### config.mk
export PLATFORM = sky130hd
export DESIGN_NAME = fetch_unit
export DESIGN_NICKNAME = d
export VERILOG_FILES = /design/src/rtl/fetch_unit_pkg.sv /design/src/rtl/fetch_unit_pc_reg.sv /design/src/rtl/fetch_unit.sv
export SDC_FILE = /design/constraint.sdc
export NUM_CORES = 1
export LEC_CHECK = 0
export CORE_MARGIN = 4
export CORE_UTILIZATION = 51
export CTS_CLUSTER_DIAMETER = 150
export DETAILED_ROUTE_END_ITERATION = 7
export DONT_BUFFER_PORTS = 1
export PLACE_DENSITY = 0.76
export SETUP_SLACK_MARGIN = 0.5
export SYNTH_ARGS = -nofsm -noshare
export SYNTH_HDL_FRONTEND = slang
export SYNTH_SLANG_ARGS = --single-unit
### constraint.sdc
create_clock -name clk -period 4.5 [get_ports clk]
set_input_delay 0.45 -clock clk [delete_from_list [all_inputs] [get_ports clk]]
set_output_delay 0.45 -clock clk [all_outputs]
set_load 0.005 [all_outputs]
### src/rtl/fetch_unit_pkg.sv
// -----------------------------------------------------------------------------
// fetch_unit_pkg
//   Types and constants shared by the instruction fetch stage.
//   - fetch_state_t : fetch sequencer states
//   - NOP_INSTR     : word presented to the decoder before the first fetch
//   - PC_W          : architectural PC / instruction word width
// -----------------------------------------------------------------------------
package fetch_unit_pkg;

  localparam int unsigned PC_W = 32;

  // addi x0, x0, 0
  localparam logic [PC_W-1:0] NOP_INSTR = 32'h0000_0013;

  typedef enum logic [2:0] {
    IDLE   = 3'd0,  // not fetching; waits for run
    REQ    = 3'd1,  // memory read outstanding
    DRAIN  = 3'd2,  // redirected mid-read; waiting to discard the old word
    DECODE = 3'd3,  // decode strobe cycle
    WAIT   = 3'd4,  // waiting for the decoder to complete and downstream to consume
    HALT   = 3'd5   // misaligned redirect seen; left only through reset
  } fetch_state_t;

endpackage

### src/rtl/fetch_unit_pc_reg.sv
// -----------------------------------------------------------------------------
// fetch_pc_reg
//   Architectural PC register. A redirect load has priority over the
//   sequential increment. pc_next is the value the PC takes at the next edge;
//   the sequencer uses it to launch a read in the same cycle the PC changes.
// Ports
//   clk, rst  : clock, asynchronous active-high reset (pc <= RESET_PC)
//   load      : take load_pc at the next edge
//   load_pc   : redirect target
//   inc       : advance by PC_STEP (modulo 2^32) when not loading
//   pc        : current PC
//   pc_next   : PC after the next edge
// -----------------------------------------------------------------------------
module fetch_pc_reg
  import fetch_unit_pkg::*;
#(
  parameter logic [PC_W-1:0] RESET_PC = 32'h0000_0000,
  parameter logic [PC_W-1:0] PC_STEP  = 32'd4
) (
  input  logic            clk,
  input  logic            rst,
  input  logic            load,
  input  logic [PC_W-1:0] load_pc,
  input  logic            inc,
  output logic [PC_W-1:0] pc,
  output logic [PC_W-1:0] pc_next
);

  // NOTE: every variable written in always_comb gets a default first, so no
  // path leaves it unassigned and no latch is inferred.
  always_comb begin
    pc_next = pc;
    if (load) begin
      pc_next = load_pc;
    end else if (inc) begin
      pc_next = pc + PC_STEP;   // natural 32-bit wrap
    end
  end

  // NOTE: state is updated with non-blocking assignments so every register
  // samples values from before the edge, independent of statement order.
  always_ff @(posedge clk or posedge rst) begin
    if (rst) begin
      pc <= RESET_PC;
    end else begin
      pc <= pc_next;
    end
  end

endmodule

### src/rtl/fetch_unit.sv
// -----------------------------------------------------------------------------
// fetch_unit
//   Instruction fetch stage. Reads 32-bit words from instruction memory over a
//   req/ack handshake, presents them with their PC to the decoder and pulses
//   dec_enabled for one cycle, then waits for dec_completed && advance before
//   fetching the next word. Redirects from execute replace the PC; a read that
//   is already outstanding is always allowed to finish and its data dropped.
//
// Configuration
//   FETCH_MISALIGN_CHECK_EN  defined  : a redirect_pc with [1:0]!=0 sets the
//                                       sticky misalign_err and parks the unit
//                                       in HALT (after draining any open read).
//                            undefined: redirect_pc[1:0] is forced to 2'b00,
//                                       misalign_err is tied low.
//
// Ports
//   clk, rst        : clock, asynchronous active-high reset
//   run             : fetching permitted (looked at in IDLE and on WAIT exit)
//   redirect_valid  : one-cycle redirect pulse
//   redirect_pc     : redirect target
//   imem_req        : read request, held until imem_ack
//   imem_addr       : read address, stable while imem_req is high
//   imem_ack        : read complete, imem_rdata valid this cycle
//   imem_rdata      : instruction word
//   dec_enabled     : one-cycle decode strobe
//   dec_pc          : PC of the presented instruction
//   dec_instr_raw   : presented instruction word
//   dec_completed   : decoder completed level (low during the strobe cycle)
//   advance         : downstream has consumed the decoded instruction
//   misalign_err    : sticky misaligned-redirect flag
// -----------------------------------------------------------------------------
module fetch_unit
  import fetch_unit_pkg::*;
#(
  parameter logic [PC_W-1:0] RESET_PC = 32'h0000_0000,
  parameter logic [PC_W-1:0] PC_STEP  = 32'd4
) (
  input  logic            clk,
  input  logic            rst,
  input  logic            run,
  input  logic            redirect_valid,
  input  logic [PC_W-1:0] redirect_pc,
  output logic            imem_req,
  output logic [PC_W-1:0] imem_addr,
  input  logic            imem_ack,
  input  logic [PC_W-1:0] imem_rdata,
  output logic            dec_enabled,
  output logic [PC_W-1:0] dec_pc,
  output logic [PC_W-1:0] dec_instr_raw,
  input  logic            dec_completed,
  input  logic            advance,
  output logic            misalign_err
);

  fetch_state_t    state;
  logic [PC_W-1:0] pc;
  logic [PC_W-1:0] pc_next;
  logic [PC_W-1:0] redirect_target;
  logic            bad_redirect;   // misaligned redirect that must halt the unit
  logic            halt_pending;   // misaligned redirect seen while draining
  logic            pc_load;
  logic            pc_inc;
  logic            wait_exit;

`ifdef FETCH_MISALIGN_CHECK_EN
  assign redirect_target = redirect_pc;
  assign bad_redirect    = redirect_valid && (redirect_pc[1:0] != 2'b00) && (state != HALT);

  logic misalign_q;
  always_ff @(posedge clk or posedge rst) begin
    if (rst) begin
      misalign_q <= 1'b0;
    end else if (bad_redirect) begin
      misalign_q <= 1'b1;
    end
  end
  assign misalign_err = misalign_q;
`else
  // Low address bits are dropped, so a misaligned target fetches its word.
  logic unused_low_bits;
  assign unused_low_bits = ^redirect_pc[1:0];
  assign redirect_target = {redirect_pc[PC_W-1:2], 2'b00};
  assign bad_redirect    = 1'b0;
  assign misalign_err    = 1'b0;
`endif

  assign wait_exit = dec_completed && advance;

  // A redirect replaces the PC in every live state, including REQ and DRAIN,
  // where the outstanding read keeps its old address on imem_addr. A redirect
  // in WAIT suppresses the increment, so a same-cycle advance is ignored.
  assign pc_load = redirect_valid && !bad_redirect && (state != HALT);
  assign pc_inc  = (state == WAIT) && wait_exit && !redirect_valid;

  fetch_pc_reg #(
    .RESET_PC (RESET_PC),
    .PC_STEP  (PC_STEP)
  ) u_pc_reg (
    .clk     (clk),
    .rst     (rst),
    .load    (pc_load),
    .load_pc (redirect_target),
    .inc     (pc_inc),
    .pc      (pc),
    .pc_next (pc_next)
  );

  // Sequencer. All outputs are registered; a read is launched with
  // imem_addr <= pc_next so a redirect or increment taken in the same cycle
  // is already reflected in the address.
  always_ff @(posedge clk or posedge rst) begin
    if (rst) begin
      state         <= IDLE;
      imem_req      <= 1'b0;
      imem_addr     <= RESET_PC;
      dec_enabled   <= 1'b0;
      dec_pc        <= '0;
      dec_instr_raw <= NOP_INSTR;
      halt_pending  <= 1'b0;
    end else begin
      dec_enabled <= 1'b0;   // strobe is high only in the cycle after an accepted word

      case (state)
        IDLE: begin
          if (bad_redirect) begin
            state <= HALT;
          end else if (run) begin
            state     <= REQ;
            imem_req  <= 1'b1;
            imem_addr <= pc_next;
          end
        end

        REQ: begin
          if (imem_ack) begin
            if (bad_redirect) begin
              state    <= HALT;
              imem_req <= 1'b0;
            end else if (redirect_valid) begin
              // Word belongs to the old path: drop it and fetch the target.
              // The acked read is complete, so the address may move now.
              imem_addr <= pc_next;
            end else begin
              state         <= DECODE;
              imem_req      <= 1'b0;
              dec_enabled   <= 1'b1;
              dec_pc        <= pc;
              dec_instr_raw <= imem_rdata;
            end
          end else if (redirect_valid) begin
            // The memory has already seen the request; let it finish.
            state        <= DRAIN;
            halt_pending <= bad_redirect;
          end
        end

        DRAIN: begin
          if (imem_ack) begin
            if (halt_pending || bad_redirect) begin
              state    <= HALT;
              imem_req <= 1'b0;
            end else begin
              state     <= REQ;
              imem_addr <= pc_next;   // latest redirect wins
            end
          end else if (bad_redirect) begin
            halt_pending <= 1'b1;
          end
        end

        DECODE: begin
          // The strobe has already fired; on a redirect the consumer squashes
          // it and there is no completion to wait for.
          if (bad_redirect) begin
            state <= HALT;
          end else if (redirect_valid) begin
            state <= IDLE;
          end else begin
            state <= WAIT;
          end
        end

        WAIT: begin
          if (bad_redirect) begin
            state <= HALT;
          end else if (redirect_valid || wait_exit) begin
            if (run) begin
              state     <= REQ;
              imem_req  <= 1'b1;
              imem_addr <= pc_next;
            end else begin
              state <= IDLE;
            end
          end
        end

        HALT: begin
          state <= HALT;
        end

        default: begin
          state    <= IDLE;
          imem_req <= 1'b0;
        end
      endcase
    end
  end

endmodule

==> results.ini, run 1 <==
[setup_path]
endpoint_kind=flop
crit_chain=nor4b_1 > nand2_1 > o211ai_1 > buf_4 > and3b_1 > or4_1
start_kind=flop
critPathSlowestCell=nor4b_1
worstRegToRegCells=6
critPathMaxStageDelay_ns=0.62
critPathKind=flop to flop
arrival_ns=3.32
r2r_slack_ns=1.46
crit_fanout=23
worstPathRequired_ns=4.78

[logic_synthesis]
syn_inst=634
synth_warnings=0
syn-num-nets=706
synth.avg_cell_area_sq_um=9.40
yosysTopAreaCell=dfrtp_1
ys_seq_elements=133
synth_edf_count=0
synth_ff_type=dfrtp_1
synth.top_cell.area_share_pct=54.6
ys_seq_area_share_pct=55.9
synth_cell_types=49
netlist_area_sq_um=5960
synth_area_leaders=dfrtp_1 (55%), nand2_1 (14%), mux2_2 (3.8%)
async_flop_share_pct=100

[power]
power_uw=4560
peakVddDrop_mv=0.389
power-per-cell-area_nw_per_um2=693
p_leak_uw=0.00308

[cts]
path_clk_slew_ns=0.06
cts_hold_buffers=0
cts_resized=0
cts.sinks=133
cts_tree=yes
cts_htree_levels=4
worstSkewPairLatency_ns=0.41
postCtsSetupRepairBufs=0
cts_buffer_depth=2
cts_root_buffer=clkbuf_16
cts-buffers-inserted=17

[cells_and_area]
antennaDiodeCount=0
layout.nets=693
drive_above_1_share_pct=9.78
area_growth_pct=10.4
stdcell_count=777
nFillCells=953
post-route-util_pct=57.6

[place]
dp.cells=745
dp_slack_ns=1.51
dp_hpwl_mm=10.4
io_buffers=0
globalplace.congestion=0.858

[floorplanning]
dieWidth_microns=116
initial_core_util_pct=52.2
io_pins=170
die_area_sq_um=13500
rows=39
die_h_microns=116
core_area_sq_um=11400

[min_path]
hp-class=input port to asynchronous set/reset pin

[flow_run]
drv_cap=0

[sta]
min_period_over_period_pct=67.7
rsz0062_at_grt=no
final_max_slew_viol_count=0
maxSlewHeadroom_pct=34.1
fmax_mhz=328
worst_pin_slew_ns=0.987
hold_viol=0
fin_crit_ns=3.04
clock_skew_ns=0.0106
tns_ns=0
setup_ws_ns=1.46
setup_viol_count_final=0

[grt]
grt_pass1_vias=4380
globalRouteTotalUtil_pct=21.9
grt_max_degree=90
grt_remaining_overflow=0
antenna_found_initial=0
grt_first_pass_wirelength_mm=22.7

[detailed_routing]
post-route-drc-count=0
wl_per_cell_microns=19.2
viasPerCell=5.84
firstDrtPassIters=5
ant_nets=0
drt_iter0_drc=409
finalWirelength_mm=14.9
routed-via-count=4534

[outcome]
outcome=complete, no violations

-- layer usage --
metal / track usage (%) / part of all wire, % / routed length, microns / vias up
li1: - / - / - / 2113
met1: 28.2 / 42 / 6190 / 2180
met2: 33.7 / 46 / 6850 / 215
met3: 8.25 / 10 / 1510 / 26
met4: 8.82 / 2.3 / 337 / 0
met5: 0 / 0 / 0 / -
-- worst paths after layout --
kind | start | endpoint
min in group clk | imem_rdata[1] | dec_instr_raw[1]$_DFFE_PP1P_
worst min register to register | dec_instr_raw[0]$_DFFE_PP1P_ | dec_instr_raw[0]$_DFFE_PP1P_
max in group asynchronous | rst | dec_instr_raw[4]$_DFFE_PP1P_
worst min-delay path | rst | dec_instr_raw[26]$_DFFE_PP0P_
worst max register to register | state[0]$_DFFE_PP0P_ | imem_addr[28]$_DFFE_PP0P_
worst max-delay path | state[0]$_DFFE_PP0P_ | imem_addr[28]$_DFFE_PP0P_
-- area by class of cell --
type / instances / area [sq um] / area share [%]
clock buffers: 22 / 454 / 6.91
clock inverters: 10 / 109 / 1.66
inverters: 5 / 23.8 / 0.362
multi-input cells: 458 / 2430 / 37.0
flip-flops and latches: 133 / 3330 / 50.7
well taps: 143 / 179 / 2.72
repair buffers: 6 / 45.0 / 0.685
-- Yosys cell counts (4+ instances only) --
| cell | n |
|---|---|
| a221o_1 | 4 |
| clkbuf_1 | 29 |
| xnor2_1 | 13 |
| or4_1 | 5 |
| nor4_1 | 7 |
| o221ai_1 | 5 |
| dfrtp_1 | 130 |
| and3_1 | 6 |
| nand4_1 | 10 |
| nand2_1 | 224 |
| o21ai_0 | 16 |
| nor3_1 | 17 |
| xor2_1 | 4 |
| a21oi_1 | 12 |
| mux2i_1 | 4 |
| or3_1 | 4 |
| nor2_1 | 34 |
| mux2_2 | 20 |
| inv_1 | 4 |
| a211o_1 | 7 |
| nand3_1 | 14 |
| o311a_1 | 4 |
| and2_1 | 12 |
| nand2b_1 | 7 |
| o31ai_1 | 5 |
-- kinds of logic after synthesis --
| group | count (synthesis) | synth area share (%) |
|---|---|---|
| simple gates | 353 | 26.3 |
| flops | 133 | 55.9 |
| compound gates | 62 | 7.29 |
| buf+inv | 43 | 3.30 |
| mux | 24 | 4.45 |
| xor+xnor | 17 | 2.50 |
| fa+ha+maj | 1 | 0.210 |
| other cells | 1 | 0.0629 |
-- placed cells by master (no fill, tap or decap), types with 7 or more instances in the layout --
cell type and n:
nand2_1 224, dfrtp_1 130, nor2_1 34, mux2_2 20, nor3_1 17, clkbuf_16 17, o21ai_0 16, nand3_1 14
xnor2_1 13, and2_1 12, a21oi_1 12, nand4_1 10, nor4_1 7, a211o_1 7
-- power by group --
part	internal, uW	switching (uW)	total, uW
registers	1680	447	2120
clock network	825	493	1320
logic	474	644	1120
-- state kept, by name (all words and copies together) (netlist names) --
| signal | cells |
|---|---|
| dec_enabled | 1 |
| dec_instr_raw | 32 |
| dec_pc | 32 |
| imem_addr | 32 |
| imem_req | 1 |
| state | 3 |
| u_pc_reg.pc | 32 |
-- worst max-delay path, delay by kind of cell (launching register included) --
| family | cells | cell delay, ns |
|---|---|---|
| compound gates | 1 | 0.50 |
| buf+inv | 1 | 0.40 |
| flops | 1 | 0.47 |
| simple gates | 4 | 1.54 |
-- metrics by stage --
stage | cell area, sq um | hold WS, ns
global route | 6580 | 0.0989
finish | 6580 | 0.0478
global placement | 6010 | 0.449
detailed placement | 6010 | 0.474
floorplan | 5960 | 0.430
CTS | 6580 | 0.0720
Note: power is estimated with default switching activity, not from simulation.
==> run 2: changes to the inputs <==
==> constraint.sdc (replaced) <==
create_clock -name clk -period 3.2 [get_ports clk]
set_input_delay 0.32 -clock clk [delete_from_list [all_inputs] [get_ports clk]]
set_output_delay 0.32 -clock clk [all_outputs]
set_load 0.005 [all_outputs]
==> run 2 against run 1 <==
Clock-buffer cell count decreased by 1. Critical endpoint is now imem_addr[27]$_DFFE_PP0P_. Routed wire length increased by 5.1%. Via count up 2.9%. Largest power group unchanged. Critical path type unchanged.
==> results.ini, run 2 (synthesis results as in run 1) <==
[outcome]
outcome=complete, no violations  ; unchanged

[power]
power-per-cell-area_nw_per_um2=984  ; was 693 nW/um^2
peakVddDrop_mv=0.576  ; was 0.389 mV
p_leak_uw=0.00319  ; was 0.00308 uW

[min_path]
hp-class=input port to flop  ; was input port to asynchronous set/reset pin
holdCritStartpoint=imem_rdata[10]

[grt]
grt_max_degree=75  ; was 90
grt_first_pass_wirelength_mm=23.3  ; was 22.7 mm
globalRouteTotalUtil_pct=22.6  ; was 21.9%
grt_remaining_overflow=0  ; unchanged
antenna_found_initial=0  ; unchanged
grt_pass1_vias=4576  ; was 4380

[sta]
fin_crit_ns=2.69  ; was 3.04 ns
min_period_over_period_pct=84.2  ; was 67.7%
fmax_mhz=371  ; was 328 MHz
hold_viol=0  ; unchanged
clock_skew_ns=0.0105  ; was 0.0106 ns
rsz0062_at_grt=yes  ; was no
maxSlewHeadroom_pct=55.7  ; was 34.1%
setup_viol_count_final=0  ; unchanged
worst_pin_slew_ns=0.665  ; was 0.987 ns
final_max_slew_viol_count=0  ; unchanged
tns_ns=0  ; unchanged

[cts]
cts_buffer_depth=2  ; unchanged
cts_tree=yes  ; unchanged
cts.sinks=133  ; unchanged
cts_root_buffer=clkbuf_16  ; unchanged
path_clk_slew_ns=0.06  ; about the same
cts-buffers-inserted=17  ; unchanged
cts_htree_levels=4  ; unchanged
worstSkewPairLatency_ns=0.41  ; about the same

[place]
io_buffers=0  ; unchanged
dp.cells=748  ; was 745
globalplace.congestion=0.893  ; was 0.858
dp_hpwl_mm=10.6  ; was 10.4 mm

[detailed_routing]
ant_nets=0  ; unchanged
post-route-drc-count=0  ; unchanged
drt_iter0_drc=373  ; was 409
viasPerCell=5.86  ; was 5.84
firstDrtPassIters=5  ; unchanged
finalWirelength_mm=15.6  ; was 14.9 mm
wl_per_cell_microns=19.6  ; was 19.2 microns
routed-via-count=4664  ; was 4534

[cells_and_area]
mostFrequentLayoutCells=nand2_1 (224), dfrtp_1 (127), nor2_1 (34)  ; was nand2_1 (224), dfrtp_1 (130), nor2_1 (34)
drive_above_1_share_pct=12.4  ; was 9.78%
final_common_cell=nand2_1  ; unchanged
post-route-util_pct=59.9  ; was 57.6%
layout.nets=712  ; was 693
area_growth_pct=14.8  ; was 10.4%
antennaDiodeCount=0  ; unchanged
stdcell_count=796  ; was 777

[setup_path]
cpLargestDelayFamily=simple AND/OR/NAND/NOR gates  ; unchanged
endpoint_kind=flop  ; unchanged
critPathMaxStageDelay_ns=0.60  ; was 0.62 ns
arrival_ns=2.98  ; was 3.32 ns
critPathSlowestCell=or4b_4  ; was nor4b_1
r2r-start=state[1]$_DFFE_PP0P_  ; was state[0]$_DFFE_PP0P_
worstPathRequired_ns=3.49  ; was 4.78 ns
startpoint=state[1]$_DFFE_PP0P_  ; was state[0]$_DFFE_PP0P_
critPathKind=flop to flop  ; unchanged
crit_fanout=6  ; was 23
start_kind=flop  ; unchanged
crit_chain=or4b_4 > or4_4 > clkbuf_2 > o311ai_1 > nand3_1 > mux2_2  ; was nor4b_1 > nand2_1 > o211ai_1 > buf_4 > and3b_1 > or4_1
path_buf_inv=1  ; unchanged

[floorplanning]
die_h_microns=116  ; unchanged
initial_core_util_pct=52.2  ; unchanged
rows=39  ; unchanged
io_pins=170  ; unchanged
core_area_sq_um=11400  ; unchanged
dieWidth_microns=116  ; unchanged
die_area_sq_um=13500  ; unchanged

[flow_run]
drv_cap=0  ; unchanged

## run 2: cell types whose count changed in the layout (fill, tap and decap cells not counted), moves of 3 or more
cell and change:
dfrtp_1 -3, clkinvlp_4 +3, dlygate4sd3_1 +8, buf_4 +8, clkinv_2 -4, clkbuf_1 -3
dfrtp_2 +3
## run 2: final timing paths
path                                                      end  slack [ns]  cells after the start
worst max-delay path                imem_addr[27]$_DFFE_PP0P_        0.51                      6
worst min-delay path            dec_instr_raw[10]$_DFFE_PP0P_        0.02                      2
worst max register to register      imem_addr[27]$_DFFE_PP0P_        0.51                      6
worst min register to register          dec_pc[0]$_DFFE_PP0P_        0.46                      2
max in group asynchronous        dec_instr_raw[4]$_DFFE_PP1P_        1.94                      3
min in group asynchronous       dec_instr_raw[22]$_DFFE_PP0P_        0.41                      2
## run 2: cell type report
class | count | area [sq um]
Clock inverter | 11 | 173
Clock buffer | 21 | 470
Timing Repair Buffer | 25 | 215
Sequential cell | 133 | 3340
Fill cell | 945 | 4580
Tap cell | 143 | 179
Inverter | 5 | 22.5
Multi-Input combinational cell | 458 | 2450
## run 2: metrics by stage
step	setup WS, ns	cell area [sq um]	hold slack (ns)	power (uW)
floorplan	0.544	5980	0.403	4120
global placement	0.604	6050	0.224	4510
detailed placement	0.551	6050	0.229	4620
CTS	0.526	6750	0.00148	6740
global route	0.488	6840	0.00691	7170
finish	0.506	6840	0.0211	6730
## run 2: routing by layer
metal  up-vias  track usage, %  wire, microns
li1       2145               -              -
met1      2273            27.3           6180
met2       215            36.5           7550
met3        31            9.92           1630
met4         0            7.58            279
met5         -               0              0
## run 2: report_power, final
| group | internal [uW] | total [uW] | switching (uW) |
|---|---|---|---|
| clock network | 1370 | 2080 | 712 |
| logic | 714 | 1640 | 929 |
| registers | 2360 | 3010 | 650 |
| total | 4440 | 6730 | 2290 |
## run 2: timing repair
item | CTS | global route
setup buffers | 0 | 8
gates resized for setup | 0 | 4
endpoints found under the hold margin | 23 | 3
endpoints found under the setup margin | 0 | 11
hold buffers | 5 | 3
==> run 3: changes to the inputs <==
--- a/config.mk
+++ b/config.mk
@@ -10,7 +10,7 @@
 export CTS_CLUSTER_DIAMETER = 150
 export DETAILED_ROUTE_END_ITERATION = 7
 export DONT_BUFFER_PORTS = 1
-export PLACE_DENSITY = 0.76
+export PLACE_DENSITY = 0.79
 export SETUP_SLACK_MARGIN = 0.5
 export SYNTH_ARGS = -nofsm -noshare
 export SYNTH_HDL_FRONTEND = slang
==> constraint.sdc (replaced) <==
create_clock -name clk -period 2.2 [get_ports clk]
set_input_delay 0.22 -clock clk [delete_from_list [all_inputs] [get_ports clk]]
set_output_delay 0.22 -clock clk [all_outputs]
set_load 0.005 [all_outputs]
==> run 3 against run 2 <==
The flow now finishes with violations (negative setup slack). Sequential power rose by 50%. Sequential cell count unchanged. Via count up 38%. Non-clock buffer count increased by 183. Critical path depth is the same. First-iteration DRC count increased by 100%. Worst hold slack improved by 0.036 ns. Register-to-register slack lost 0.79 ns. Cell count rose by 23%. Clock power increased by 53%. Highest routed layer unchanged.
==> results.ini, run 3 (synthesis results as in run 1) <==
[flow_run]
drv_cap=0  ; unchanged

[floorplanning]
io_pins=170  ; unchanged
die_area_sq_um=13500  ; unchanged
core_area_sq_um=11400  ; unchanged
dieWidth_microns=116  ; unchanged
rows=39  ; unchanged
initial_core_util_pct=52.2  ; unchanged
die_h_microns=116  ; unchanged

[power]
p_leak_uw=0.00476  ; was 0.00319 uW
power-per-cell-area_nw_per_um2=1340  ; was 984 nW/um^2
power_uw=13500  ; was 6730 uW
peakVddDrop_mv=0.968  ; was 0.576 mV

[min_path]
hp-class=input port to flop  ; unchanged

[sta]
setup_viol_count_final=59  ; was 0
hold_viol=0  ; unchanged
fin_crit_ns=2.48  ; was 2.69 ns
final_max_slew_viol_count=0  ; unchanged
fmax_mhz=402  ; was 371 MHz
rsz0062_at_grt=yes  ; unchanged
worst_pin_slew_ns=0.809  ; was 0.665 ns
setup_ws_ns=-0.285  ; was 0.506 ns
min_period_over_period_pct=113  ; was 84.2%
clock_skew_ns=0.0119  ; was 0.0105 ns
maxSlewHeadroom_pct=46.0  ; was 55.7%

[detailed_routing]
viasPerCell=6.56  ; was 5.86
ant_nets=0  ; unchanged
wl_per_cell_microns=28.2  ; was 19.6 microns
finalWirelength_mm=27.7  ; was 15.6 mm
firstDrtPassIters=6  ; was 5
drt_iter0_drc=755  ; was 373
post-route-drc-count=0  ; unchanged
routed-via-count=6432  ; was 4664

[grt]
grt_first_pass_wirelength_mm=35.5  ; was 23.3 mm
antenna_found_initial=0  ; unchanged
globalRouteTotalUtil_pct=35.5  ; was 22.6%
grt_pass1_vias=6116  ; was 4576
grt_max_degree=46  ; was 75
grt_remaining_overflow=0  ; unchanged

[place]
dpl_cell_area_sq_um=6530  ; was 6050 sq um
dp_slack_ns=-0.196  ; was 0.551 ns
globalplace.congestion=0.931  ; was 0.893
dp_hpwl_mm=11.9  ; was 10.6 mm
dp.cells=801  ; was 748
io_buffers=0  ; unchanged

[cts]
cts_buffer_depth=2  ; unchanged
worstSkewPairLatency_ns=0.42  ; was 0.41 ns
cts_htree_levels=4  ; unchanged
path_clk_slew_ns=0.06  ; about the same
cts-buffers-inserted=17  ; unchanged
cts.sinks=133  ; unchanged
cts_tree=yes  ; unchanged
cts_root_buffer=clkbuf_16  ; unchanged

[cells_and_area]
drive_above_1_share_pct=45.2  ; was 12.4%
post-route-util_pct=88.6  ; was 59.9%
area_growth_pct=69.8  ; was 14.8%
final_area_sq_um=10100  ; was 6840 sq um
layout.nets=895  ; was 712
final_common_cell=nand2_1  ; unchanged
mostFrequentLayoutCells=nand2_1 (132), dfrtp_1 (130), buf_4 (80)  ; was nand2_1 (224), dfrtp_1 (127), nor2_1 (34)
stdcell_count=980  ; was 796

[setup_path]
arrival_ns=2.78  ; was 2.98 ns
worstPathRequired_ns=2.50  ; was 3.49 ns
start_kind=flop  ; unchanged
crit_fanout=6  ; unchanged
endpoint_kind=flop  ; unchanged
critPathKind=flop to flop  ; unchanged

[outcome]
outcome=finished with violations  ; was complete, no violations
violations=negative setup slack

[run 3: worst paths after layout]
kind | from | end | slack (ns) | depth (start not counted)
setup / recovery | state[1]$_DFFE_PP0P_ | imem_addr[21]$_DFFE_PP0P_ | -0.28 | 6
hold / removal | redirect_pc[16] | u_pc_reg.pc[16]$_DFF_PP0_ | 0.06 | 2
setup reg to reg | state[1]$_DFFE_PP0P_ | imem_addr[21]$_DFFE_PP0P_ | -0.28 | 6
hold reg to reg | u_pc_reg.pc[0]$_DFF_PP0_ | dec_pc[0]$_DFFE_PP0P_ | 0.48 | 2
max in group asynchronous | rst | dec_instr_raw[0]$_DFFE_PP1P_ | 1.19 | 3
min in group asynchronous | rst | imem_addr[30]$_DFFE_PP0P_ | 0.34 | 2
[run 3: repair_timing]
action                                 CTS  global route
endpoints found under the hold margin   79             1
setup endpoints to repair              124           130
cloned                                  19             2
pin swaps                               39            40
hold buffers                            59             1
resized for setup                      199           113
setup buffers                           46            19
[run 3: metal layers]
layer | GRT usage, % | wire length, microns
met3 | 11.1 | 3440
met1 | 42.4 | 9070
met4 | 15.7 | 1630
met5 | 0 | 0
met2 | 59.1 | 13500
[run 3: final cells by class]
type | instances | area [sq um]
diodes | 1 | 2.50
inverters | 5 | 30.0
clock buffers | 19 | 443
well taps | 143 | 179
repair buffers | 208 | 2470
multi-input cells | 458 | 3460
clock inverters | 13 | 206
fillers | 437 | 1300
flip-flops and latches | 133 | 3330
[run 3: through the flow]
step	hold WS (ns)	setup TNS [ns]
after global routing	0.0520	-8.47
after detailed placement	0.171	-3.87
final	0.0573	-6.67
after floorplan	0.303	-5.16
after global placement	0.173	-2.02
after CTS	0.00646	-1.76
[run 3: critical path, stage by stage (launching register included)]
cell	delay [ns]
dfrtp_1	0.40
or4b_4	0.55
or4_4	0.49
buf_8	0.18
nor4_4	0.25
xor2_1	0.16
a211o_1	0.32
[run 3: report_power, final]
part	internal, uW	switching, uW
sequential	3430	1080
clock	2040	1150
combinational	2980	2820
